File: src/rtl/serial_bus_pkg.sv
// Shared types and helpers for the serial bus arbiter.
package serial_bus_pkg;

  typedef enum logic [1:0] {
    IDLE    = 2'd0,
    GRANTED = 2'd1,
    RELEASE = 2'd2
  } arb_state_t;

  localparam int BURST_SIZE_DEF = 12;

  // Index width that never collapses to zero bits.
  function automatic int idx_w(input int n);
    return (n > 1) ? $clog2(n) : 1;
  endfunction

endpackage

File: src/rtl/rr_priority_picker.sv
// Combinational winner selection: round-robin from ptr, or lowest index when fixed.
module rr_priority_picker
  import serial_bus_pkg::*;
#(
  parameter int N  = 2,
  parameter int IW = 1
) (
  input  logic [N-1:0]  eligible,
  input  logic [IW-1:0] ptr,
  input  logic          fixed,
  output logic [N-1:0]  winner,
  output logic [IW-1:0] idx,
  output logic          valid
);

  int start;
  int c;

  always_comb begin
    winner = '0;
    idx    = '0;
    valid  = 1'b0;
    c      = 0;
    start  = fixed ? 0 : int'(ptr);
    if (start >= N) start = 0;
    for (int k = 0; k < N; k++) begin
      c = start + k;
      if (c >= N) c = c - N;
      if (!valid && eligible[c]) begin
        valid     = 1'b1;
        idx       = IW'(c);
        winner[c] = 1'b1;
      end
    end
  end

endmodule

File: src/rtl/serial_bus_arbiter.sv
// N-master serial bus arbiter: burst hold, slave split parking, stall watchdog.
module serial_bus_arbiter
  import serial_bus_pkg::*;
#(
  parameter int NUM_MASTERS    = 2,
  parameter int BURST_SIZE     = BURST_SIZE_DEF,
  parameter int TIMEOUT_CYCLES = 255,
  parameter int FIXED_PRIORITY = 0
) (
  input  logic                                    clock,
  input  logic                                    rst,
  input  logic                                    enable,
  input  logic [NUM_MASTERS-1:0]                  req,
  input  logic [NUM_MASTERS*(BURST_SIZE+1)-1:0]   burst_num,
  input  logic                                    beat,
  input  logic                                    split,
  input  logic [NUM_MASTERS-1:0]                  split_release,
  output logic [NUM_MASTERS-1:0]                  grant,
  output logic [idx_w(NUM_MASTERS)-1:0]           grant_idx,
  output logic                                    bus_busy,
  output logic [NUM_MASTERS-1:0]                  m_busy,
  output logic                                    timeout,
  output logic [1:0]                              arb_state
);

  localparam int IW = idx_w(NUM_MASTERS);
  localparam int BW = BURST_SIZE + 1;
  localparam int WW = $clog2(TIMEOUT_CYCLES + 1);

  localparam logic [1:0] S_IDLE    = IDLE;
  localparam logic [1:0] S_GRANTED = GRANTED;
  localparam logic [1:0] S_RELEASE = RELEASE;

  logic [1:0]             state;
  logic [IW-1:0]          ptr;
  logic [NUM_MASTERS-1:0] parked;
  logic [NUM_MASTERS-1:0] park_set;
  logic [BW-1:0]          beat_cnt;
  logic [WW-1:0]          wdog;

  logic [NUM_MASTERS-1:0] eligible;
  logic [NUM_MASTERS-1:0] pick_oh;
  logic [IW-1:0]          pick_idx;
  logic                   pick_valid;
  logic [BW-1:0]          burst_sel;
  logic                   req_w;
  logic                   last_beat;

  assign eligible  = req & ~parked;
  assign req_w     = |(req & grant);
  assign last_beat = beat && (beat_cnt == '0);

  rr_priority_picker #(
    .N  (NUM_MASTERS),
    .IW (IW)
  ) u_picker (
    .eligible (eligible),
    .ptr      (ptr),
    .fixed    (FIXED_PRIORITY != 0),
    .winner   (pick_oh),
    .idx      (pick_idx),
    .valid    (pick_valid)
  );

  always_comb begin
    burst_sel = '0;
    for (int i = 0; i < NUM_MASTERS; i++) begin
      if (pick_oh[i]) burst_sel = burst_num[i*BW +: BW];
    end
  end

  // A final beat wins over split, so only a mid-burst split parks the master.
  always_comb begin
    park_set = '0;
    if (state == S_GRANTED && split && !last_beat) park_set = grant;
  end

  always_ff @(posedge clock or posedge rst) begin
    if (rst) begin
      state     <= S_IDLE;
      grant     <= '0;
      grant_idx <= '0;
      ptr       <= '0;
      parked    <= '0;
      beat_cnt  <= '0;
      wdog      <= '0;
      timeout   <= 1'b0;
    end else begin
      timeout <= 1'b0;
      parked  <= (parked & ~split_release) | park_set;
      case (state)
        S_IDLE: begin
          if (enable && pick_valid) begin
            state     <= S_GRANTED;
            grant     <= pick_oh;
            grant_idx <= pick_idx;
            beat_cnt  <= burst_sel;
            wdog      <= '0;
            if (FIXED_PRIORITY == 0)
              ptr <= (pick_idx == IW'(NUM_MASTERS - 1)) ? '0 : pick_idx + 1'b1;
          end
        end
        S_GRANTED: begin
          if (last_beat || split || !req_w) begin
            state <= S_RELEASE;
            grant <= '0;
          end else if (wdog == WW'(TIMEOUT_CYCLES - 1)) begin
            state   <= S_RELEASE;
            grant   <= '0;
            timeout <= 1'b1;
          end else if (beat) begin
            beat_cnt <= beat_cnt - 1'b1;
            wdog     <= '0;
          end else begin
            wdog <= wdog + 1'b1;
          end
        end
        S_RELEASE: state <= S_IDLE;
        default:   state <= S_IDLE;
      endcase
    end
  end

  assign bus_busy  = (state != S_IDLE);
  assign m_busy    = (req & ~grant) | parked;
  assign arb_state = state;

endmodule

File: config.mk
export PLATFORM = sky130hd
export DESIGN_NAME = serial_bus_arbiter
export DESIGN_NICKNAME = d
export VERILOG_FILES = /design/src/rtl/serial_bus_pkg.sv /design/src/rtl/rr_priority_picker.sv /design/src/rtl/serial_bus_arbiter.sv
export SDC_FILE = /design/constraint.sdc
export NUM_CORES = 1
export LEC_CHECK = 0
export ABC_AREA = 1
export BUFFER_PORTS_ARGS = -buffer_cell sky130_fd_sc_hd__buf_2
export CAP_MARGIN = 20
export CELL_PAD_IN_SITES_DETAIL_PLACEMENT = 1
export CELL_PAD_IN_SITES_GLOBAL_PLACEMENT = 2
export CORE_AREA = 2 2 87 89
export CTS_CLUSTER_SIZE = 16
export DETAILED_ROUTE_END_ITERATION = 7
export DIE_AREA = 0 0 89 91
export PLACE_DENSITY = 0.89
export SLEW_MARGIN = 10
export SYNTH_ARGS = -nofsm -noshare
export SYNTH_HDL_FRONTEND = slang
export SYNTH_SLANG_ARGS = --single-unit
File: constraint.sdc
create_clock -name clock -period 2.4 [get_ports clock]
set_input_delay 0.12 -clock clock [delete_from_list [all_inputs] [get_ports clock]]
set_output_delay 0.12 -clock clock [all_outputs]
set_load 0.01 [all_outputs]
==> flow_summary.json, run 1 <==
{
  "period_minus_slack_ps": 1777,
  "iteration_0_drc_count_of_the_detailed_router": 65,
  "filler_cell_count": 970,
  "area_growth_pct": 19.54,
  "holdCritPathClass": "in2reg",
  "multiInputGateArea_sq_um": 1216,
  "initial_standard_cell_utilization_of_the_core_pct": 30.24,
  "clk-insertion-delay-late_ps": 290,
  "ff2ff_path_depth": 7,
  "critPathMaxFanout": 17,
  "die_height_um": 91,
  "regToRegEndpoint": "wdog[3]",
  "max_slew_margin_pct": 70.05,
  "synth_warnings": 0,
  "grt_overflow": 0,
  "combined_flip_flop_and_latch_cell_area_sq_um": 750.7,
  "grt_max_degree": 31,
  "power.ir.vdd_worst_v": 0.0003614,
  "worst_path_clk_slew_ps": 70,
  "sequential_area_share_after_synthesis_pct": 34.78,
  "power.static_leakage_nw": 1.377,
  "holdPathEnd": "parked[1]",
  "cts_tree": "built",
  "antenna_found_initial": 0,
  "number_of_vias_per_cell": 4.645,
  "final_max_slew_viol_count": 0,
  "syn_inst": 331,
  "cp-start-kind": "register",
  "synth.top_cells.by_area": "dfrtp_1 (35%), nand2_1 (23%), nand3_1 (7.0%)",
  "totalWireLength_um": 6513,
  "net_count_of_the_mapped_netlist": 370,
  "synthesis.area_per_instance_sq_um": 6.521,
  "avgRoutedWirePerCell_um": 13.60,
  "cellPowerDensity_nw_per_um2": 1014,
  "buffers_on_ports": 43,
  "cts-htree-levels": 2,
  "placeableCoreArea_sq_um": 7137,
  "detail_route.first_pass.iterations": 4,
  "synth_largest_type_area_fraction_pct": 34.78,
  "synth_top_cell_by_area": "dfrtp_1",
  "worst_hold_slack_ps": 8.177,
  "worst-setup-path-type": "reg2reg",
  "rows": 31,
  "overall_die_width_um": 89,
  "max_buffers_root_to_sink": 2,
  "cts_sinks": 30,
  "r2r_start": "arb_state[1]",
  "final_layout_size_suffix_gt1_share_pct": 21.05,
  "ant_nets": 0,
  "crit_arrival_ps": 1990,
  "grt_setup_unrepaired": "no",
  "grt_pass1_vias": 2406,
  "via_count": 2225,
  "syn-cell-area_sq_um": 2158,
  "max_freq_mhz": 562.9,
  "diodes": 0,
  "hold_violations": 0,
  "setup_tns_ps": 0,
  "startpoint_of_the_lowest_slack_hold_path": "split_release[1]",
  "globalplace.congestion": 0.8143,
  "synthDistinctLibCells": 29,
  "maxCapViolCount": 0,
  "postSynthRegisterBits": 30,
  "cts_made_buffers": 5,
  "status": "finished clean",
  "clock_skew_ps": 6.416,
  "postCtsResizedCells": 0,
  "die_area_sq_um": 8099,
  "timing.critical_path.to_type": "register",
  "grt_pass1_wl_um": 11320,
  "rrSetupSlack_ps": 620,
  "dp.final_hpwl_um": 5138,
  "timing.critical_path.required_ps": 2610,
  "drc_errors": 0,
  "design.portCount": 44,
  "min_period_over_period_pct": 74.02,
  "finalSetupViolations": 0,
  "measured_slew_at_the_worst_slew_check_pin_ps": 449.2,
  "grtUsageTotal_pct": 17.93,
  "hold_path_stages": 2,
  "clock_tree.root_cell": "clkbuf_8",
  "finish.net_count": 418
}
## routing by layer
metal / part of all wire (%) / wire [um] / track usage, %
met5: 0 / 0 / 0
met4: 0.64 / 42 / 3.731
met3: 2.1 / 140 / 3.273
met2: 52 / 3372 / 31.41
met1: 45 / 2958 / 22.69
## area by class of cell
cell class / count / area share, %
tap: 99 / 4.801
multi-input combinational: 255 / 47.14
sequential: 30 / 29.10
inverter: 40 / 5.820
clock buffer: 7 / 3.346
timing repair buffer: 47 / 9.602
clock inverter: 1 / 0.1940
## stage by stage
step	setup WS, ps	total power [mW]	instance area, sq um	util [%]	cells
finish	623.5	2.616	2580	36.15	479
global route	368.4	2.901	2580	36.15	479
CTS	583.7	2.643	2580	36.15	479
detailed placement	600.8	2.193	2479	34.73	470
global placement	666.8	2.162	2479	34.73	470
floorplan	902.0	1.808	2158	-	331
## cells by family (layout without fill, tap and decap cells)
logic type                 count (synthesis)  after routing  share of synthesized area, %
buffers and inverters                     46             95                         8.869
and+or+nand+nor                          218            218                         44.00
xor gates and xnor gates                   3              3                         1.218
AOI/OAI and AO/OA                         30             30                         8.811
adders and majority gates                  4              4                         2.319
DFF                                       30             30                         34.78
## worst max-delay path, stage by stage (launching register included)
cell,delay [ps]
dfrtp_1,400
inv_2,60
nand2_1,200
inv_2,350
nand4_2,150
nand2_2,330
nand2_1,120
o21ai_2,80
## sequential cells by signal, indices dropped and copies added, names as in the netlist
register   cells
beat_cnt      13
grant_idx      1
arb_state      2
grant          2
timeout        1
parked         2
ptr            1
wdog           8
## worst max path at each step
| stage | cells after the start | slack (ps) | start | to |
|---|---|---|---|---|
| 4_1_cts | 7 | 580 | arb_state[1] | wdog[3] |
| 3_3_place_gp | 9 | 670 | beat_cnt[0] | wdog[3] |
| 6_report | 7 | 620 | arb_state[1] | wdog[3] |
| 2_1_floorplan | 10 | 900 | beat_cnt[0] | wdog[0] |
| 5_1_grt | 7 | 370 | arb_state[1] | wdog[0] |
| 3_5_place_dp | 7 | 600 | arb_state[1] | wdog[3] |
## timing repair
item | 4_1_cts | 5_1_grt
buffers inserted | 0 | 0
hold endpoints to repair | 30 | 0
hold buffers | 1 | 0
## report_power, final
group          total (mW)  switching (mW)  internal (mW)
Sequential          0.808           0.152          0.657
Combinational        1.37           0.925          0.443
Clock               0.440           0.208          0.231
## cells in the final DEF (no fill, tap or decap), types with 2 or more instances in the layout
cell type | Yosys | layout
buf_4 | 0 | 3
nand2_2 | 4 | 4
a21oi_1 | 5 | 5
o21ai_0 | 10 | 10
o22ai_1 | 2 | 2
inv_1 | 36 | 36
nand2_4 | 2 | 2
nor3_1 | 2 | 2
a21oi_2 | 2 | 2
nor2_1 | 33 | 33
nor2_2 | 3 | 3
clkbuf_8 | 0 | 6
xnor2_1 | 2 | 2
inv_2 | 4 | 4
nand2_1 | 130 | 130
o21ai_2 | 8 | 8
nor4_1 | 2 | 2
nand3_1 | 30 | 30
o21ai_1 | 3 | 3
dfrtp_1 | 30 | 30
ha_1 | 4 | 4
nand4_1 | 7 | 7
buf_2 | 3 | 43
## cell usage after synthesis (all sizes together)
master and number:
or2 1, nand4 8, ha 4, xor2 1, a21oi 7, inv 40, xnor2 2, buf 6
o21ai 21, nor2 37, nor4 2, dfrtp 30, nor3 2, nand3 31, nand2 136, nand3b 1
o22ai 2
Power figures use the tool's default switching activity.
==> run 2, diff against run 1 <==
- ABC_AREA: 1 -> 0
- CORE_AREA: 2 2 87 89 -> 2 2 80 82
- DIE_AREA: 0 0 89 91 -> 0 0 82 84
- PLACE_DENSITY: 0.89 -> 0.83
- clock period: 2.4 -> 1.8 ns (I/O delays scaled with it)
==> flow_summary.json, run 2 <==
{
  "globalplace.congestion": 0.8070,
  "synthMostInstantiatedCell": "dfrtp_1",
  "worst_path_largest_cell_delay_ps": 500,
  "clk-insertion-delay-late_ps": 290,
  "synthesis.area_per_instance_sq_um": 8.887,
  "synth_mux_area_share_pct": 0.6211,
  "r2r_start": "arb_state[1]",
  "die_height_um": 84,
  "detail_route.first_pass.iterations": 4,
  "critPathMaxFanout": 10,
  "iteration_0_drc_count_of_the_detailed_router": 61,
  "grt_overflow": 0,
  "regToRegEndpoint": "beat_cnt[10]",
  "power.static_leakage_nw": 1.332,
  "cts_made_buffers": 5,
  "synth_warnings": 0,
  "sequential_area_share_after_synthesis_pct": 41.41,
  "final.setup.worst_slack_ps": -183.9,
  "timing.critical_path.required_ps": 1980,
  "period_minus_slack_ps": 1984,
  "synth_edf_count": 0,
  "totalWireLength_um": 6339,
  "buffers_on_ports": 43,
  "cellPowerDensity_nw_per_um2": 1349,
  "initial_standard_cell_utilization_of_the_core_pct": 29.74,
  "clock_skew_ps": 7.682,
  "yosys.area_share.xor_xnor_pct": 0.4831,
  "die_area_sq_um": 6888,
  "layout.cells.most_common_list": "buf_4 (51), buf_2 (43), dfrtp_1 (30)",
  "dp.final_hpwl_um": 4469,
  "hold_path_stages": 3,
  "cts_sinks": 30,
  "via_count": 2046,
  "syn-cell-area_sq_um": 1813,
  "min_period_over_period_pct": 110.2,
  "pre_cts_slack_ps": -119.4,
  "flip_flop_count_of_the_largest_register_all_copies_and_words_added": 13,
  "finalSetupViolations": 22,
  "cp-start-kind": "register",
  "grt_pass1_wl_um": 9853,
  "worst_path_clk_slew_ps": 70,
  "measured_slew_at_the_worst_slew_check_pin_ps": 800.0,
  "synth.top_cells.by_area": "dfrtp_1 (41%), o21ai_0 (5.0%), a221oi_1 (4.3%)",
  "status": "complete, but fails checks",
  "max_flop_register": "beat_cnt",
  "holdPathEnd": "parked[1]",
  "synth_top_cell_by_area": "dfrtp_1",
  "yosys.area_share.simple_pct": 20.98,
  "placed_cells_incl_taps": 366,
  "grtUsageTotal_pct": 18.54,
  "crit_arrival_ps": 2160,
  "diodes": 0,
  "violated_checks": "negative setup slack",
  "cts_tree": "built",
  "final_layout_size_suffix_gt1_share_pct": 46.25,
  "synth_largest_type_area_fraction_pct": 41.41,
  "final_max_slew_viol_count": 0,
  "startpoint_of_the_lowest_slack_hold_path": "split_release[1]",
  "postSynthRegisterBits": 30,
  "layout.cells.non_filler": 384,
  "main_combinational_cell_family_by_area_after_synthesis": "compound AO/OA/AOI/OAI gates",
  "syn_inst": 204,
  "worst-setup-path-type": "reg2reg",
  "grt_max_degree": 31,
  "rows": 29,
  "yosys.area_share.adder_pct": 2.761,
  "crit_path_top_delay_cell": "or4b_1",
  "max_buffers_root_to_sink": 2,
  "cts-htree-levels": 2,
  "synthDistinctLibCells": 48,
  "design.portCount": 44,
  "placeableCoreArea_sq_um": 6096,
  "drc_errors": 0,
  "synth_commonest_cells": "dfrtp_1 (30), nor2_1 (21), o21ai_0 (18)",
  "max_freq_mhz": 504.1,
  "most_common_cell_after_layout_fill_and_taps_aside": "buf_4",
  "overall_die_width_um": 82,
  "postSynth.topFlopCell": "dfrtp_1",
  "clock_tree.root_cell": "clkbuf_8",
  "power.ir.vdd_worst_v": 0.0004661,
  "path_cells": "nand2b_4 > or4b_1 > o31a_1 > buf_6 > o21ai_0 > o21ai_1",
  "setup_tns_ps": -2189,
  "total_power_draw_mw": 3.796,
  "area_growth_pct": 55.21,
  "finish.net_count": 345,
  "timing.critical_path.max_delay_family": "simple AND/OR/NAND/NOR gates",
  "timing.critical_path.to_type": "register",
  "net_count_of_the_mapped_netlist": 243,
  "crit_buf_inv": 1,
  "rrSetupSlack_ps": -180,
  "grt_setup_unrepaired": "yes",
  "synth-compound-area-share_pct": 28.92,
  "max_slew_margin_pct": 46.26,
  "number_of_vias_per_cell": 5.328,
  "async_reset_ff_share_pct": 100.0,
  "holdCritPathClass": "in2reg",
  "ant_nets": 0,
  "worst_hold_slack_ps": 78.27,
  "registers_with_the_highest_flip_flop_counts": "beat_cnt x13, wdog x8",
  "grt_pass1_vias": 2070,
  "hold_violations": 0,
  "avgRoutedWirePerCell_um": 16.51,
  "ff2ff_path_depth": 6,
  "antenna_found_initial": 0,
  "maxCapViolCount": 0
}
==> run 2: cell types whose count changed after synthesis, moves of 6 or more <==
cell / before / now
nand2_1: 130 / 13
nand3_1: 30 / 2
inv_1: 36 / 13
nor2_1: 33 / 21
a221oi_1: 0 / 9
o21ai_0: 10 / 18
a21oi_1: 5 / 12
nand4_1: 7 / 0
o21ai_2: 8 / 1
nor3_1: 2 / 8
==> run 2: timing repair <==
action,in CTS,in global routing
resized for setup,24,18
hold buffers,1,0
pin swaps,6,13
setup endpoints to repair,19,26
endpoints found under the hold margin,30,0
cloned,0,0
buffers inserted,2,7
==> run 2: metrics by stage <==
step                      util, %  area [sq um]
after global routing        46.16          2814
after floorplan                 -          1847
after global placement      40.89          2492
after CTS                   44.13          2690
after detailed placement    40.89          2492
final                       46.16          2814
==> run 2: worst reg2reg max path: stages, from the launching register on <==
cell and delay (ps):
dfrtp_1 390, nand2b_4 160, or4b_1 500, o31a_1 400
buf_6 180, o21ai_0 150, o21ai_1 90
==> run 2: cells by family after synthesis <==
kind of cell,count (synthesis)
buffers and inverters,19
DFF,30
adders and majority gates,4
and+or+nand+nor,73
muxes,1
xor gates and xnor gates,1
AOI/OAI and AO/OA,76
==> run 2: final cells by class <==
cell class                 instances  area, sq um
sequential                        30        750.7
timing repair buffer             101        693.2
inverter                          13        48.80
clock inverter                     1        5.005
fill                             741         3282
multi-input combinational        155         1134
clock buffer                       7        86.33
tap                               77        96.34
==> run 2: how the worst max path moves through the flow <==
| stage | cells past startpoint | startpoint | endpoint |
|---|---|---|---|
| global placement | 6 | arb_state[1] | beat_cnt[1] |
| global route | 6 | arb_state[1] | beat_cnt[8] |
| CTS | 6 | arb_state[1] | beat_cnt[10] |
| finish | 6 | arb_state[1] | beat_cnt[10] |
| detailed placement | 6 | arb_state[1] | beat_cnt[1] |
| floorplan | 5 | grant[0] | beat_cnt[4] |
==> run 2: where the power goes <==
part           internal (mW)  leakage (nW)  switching, mW  total [mW]
Clock                  0.308        0.0482          0.271       0.579
Combinational           1.06         0.893           1.08        2.14
Sequential             0.879         0.391          0.196        1.07
Total                   2.25          1.33           1.55        3.80
==> run 2: routing by layer <==
layer / up-vias / part of all wire (%) / GRT usage, %
li1: 976 / - / -
met4: 0 / 2.3 / 6.515
met2: 43 / 52 / 30.89
met3: 12 / 3.1 / 3.571
met5: - / 0 / 0
met1: 1015 / 42 / 23.47
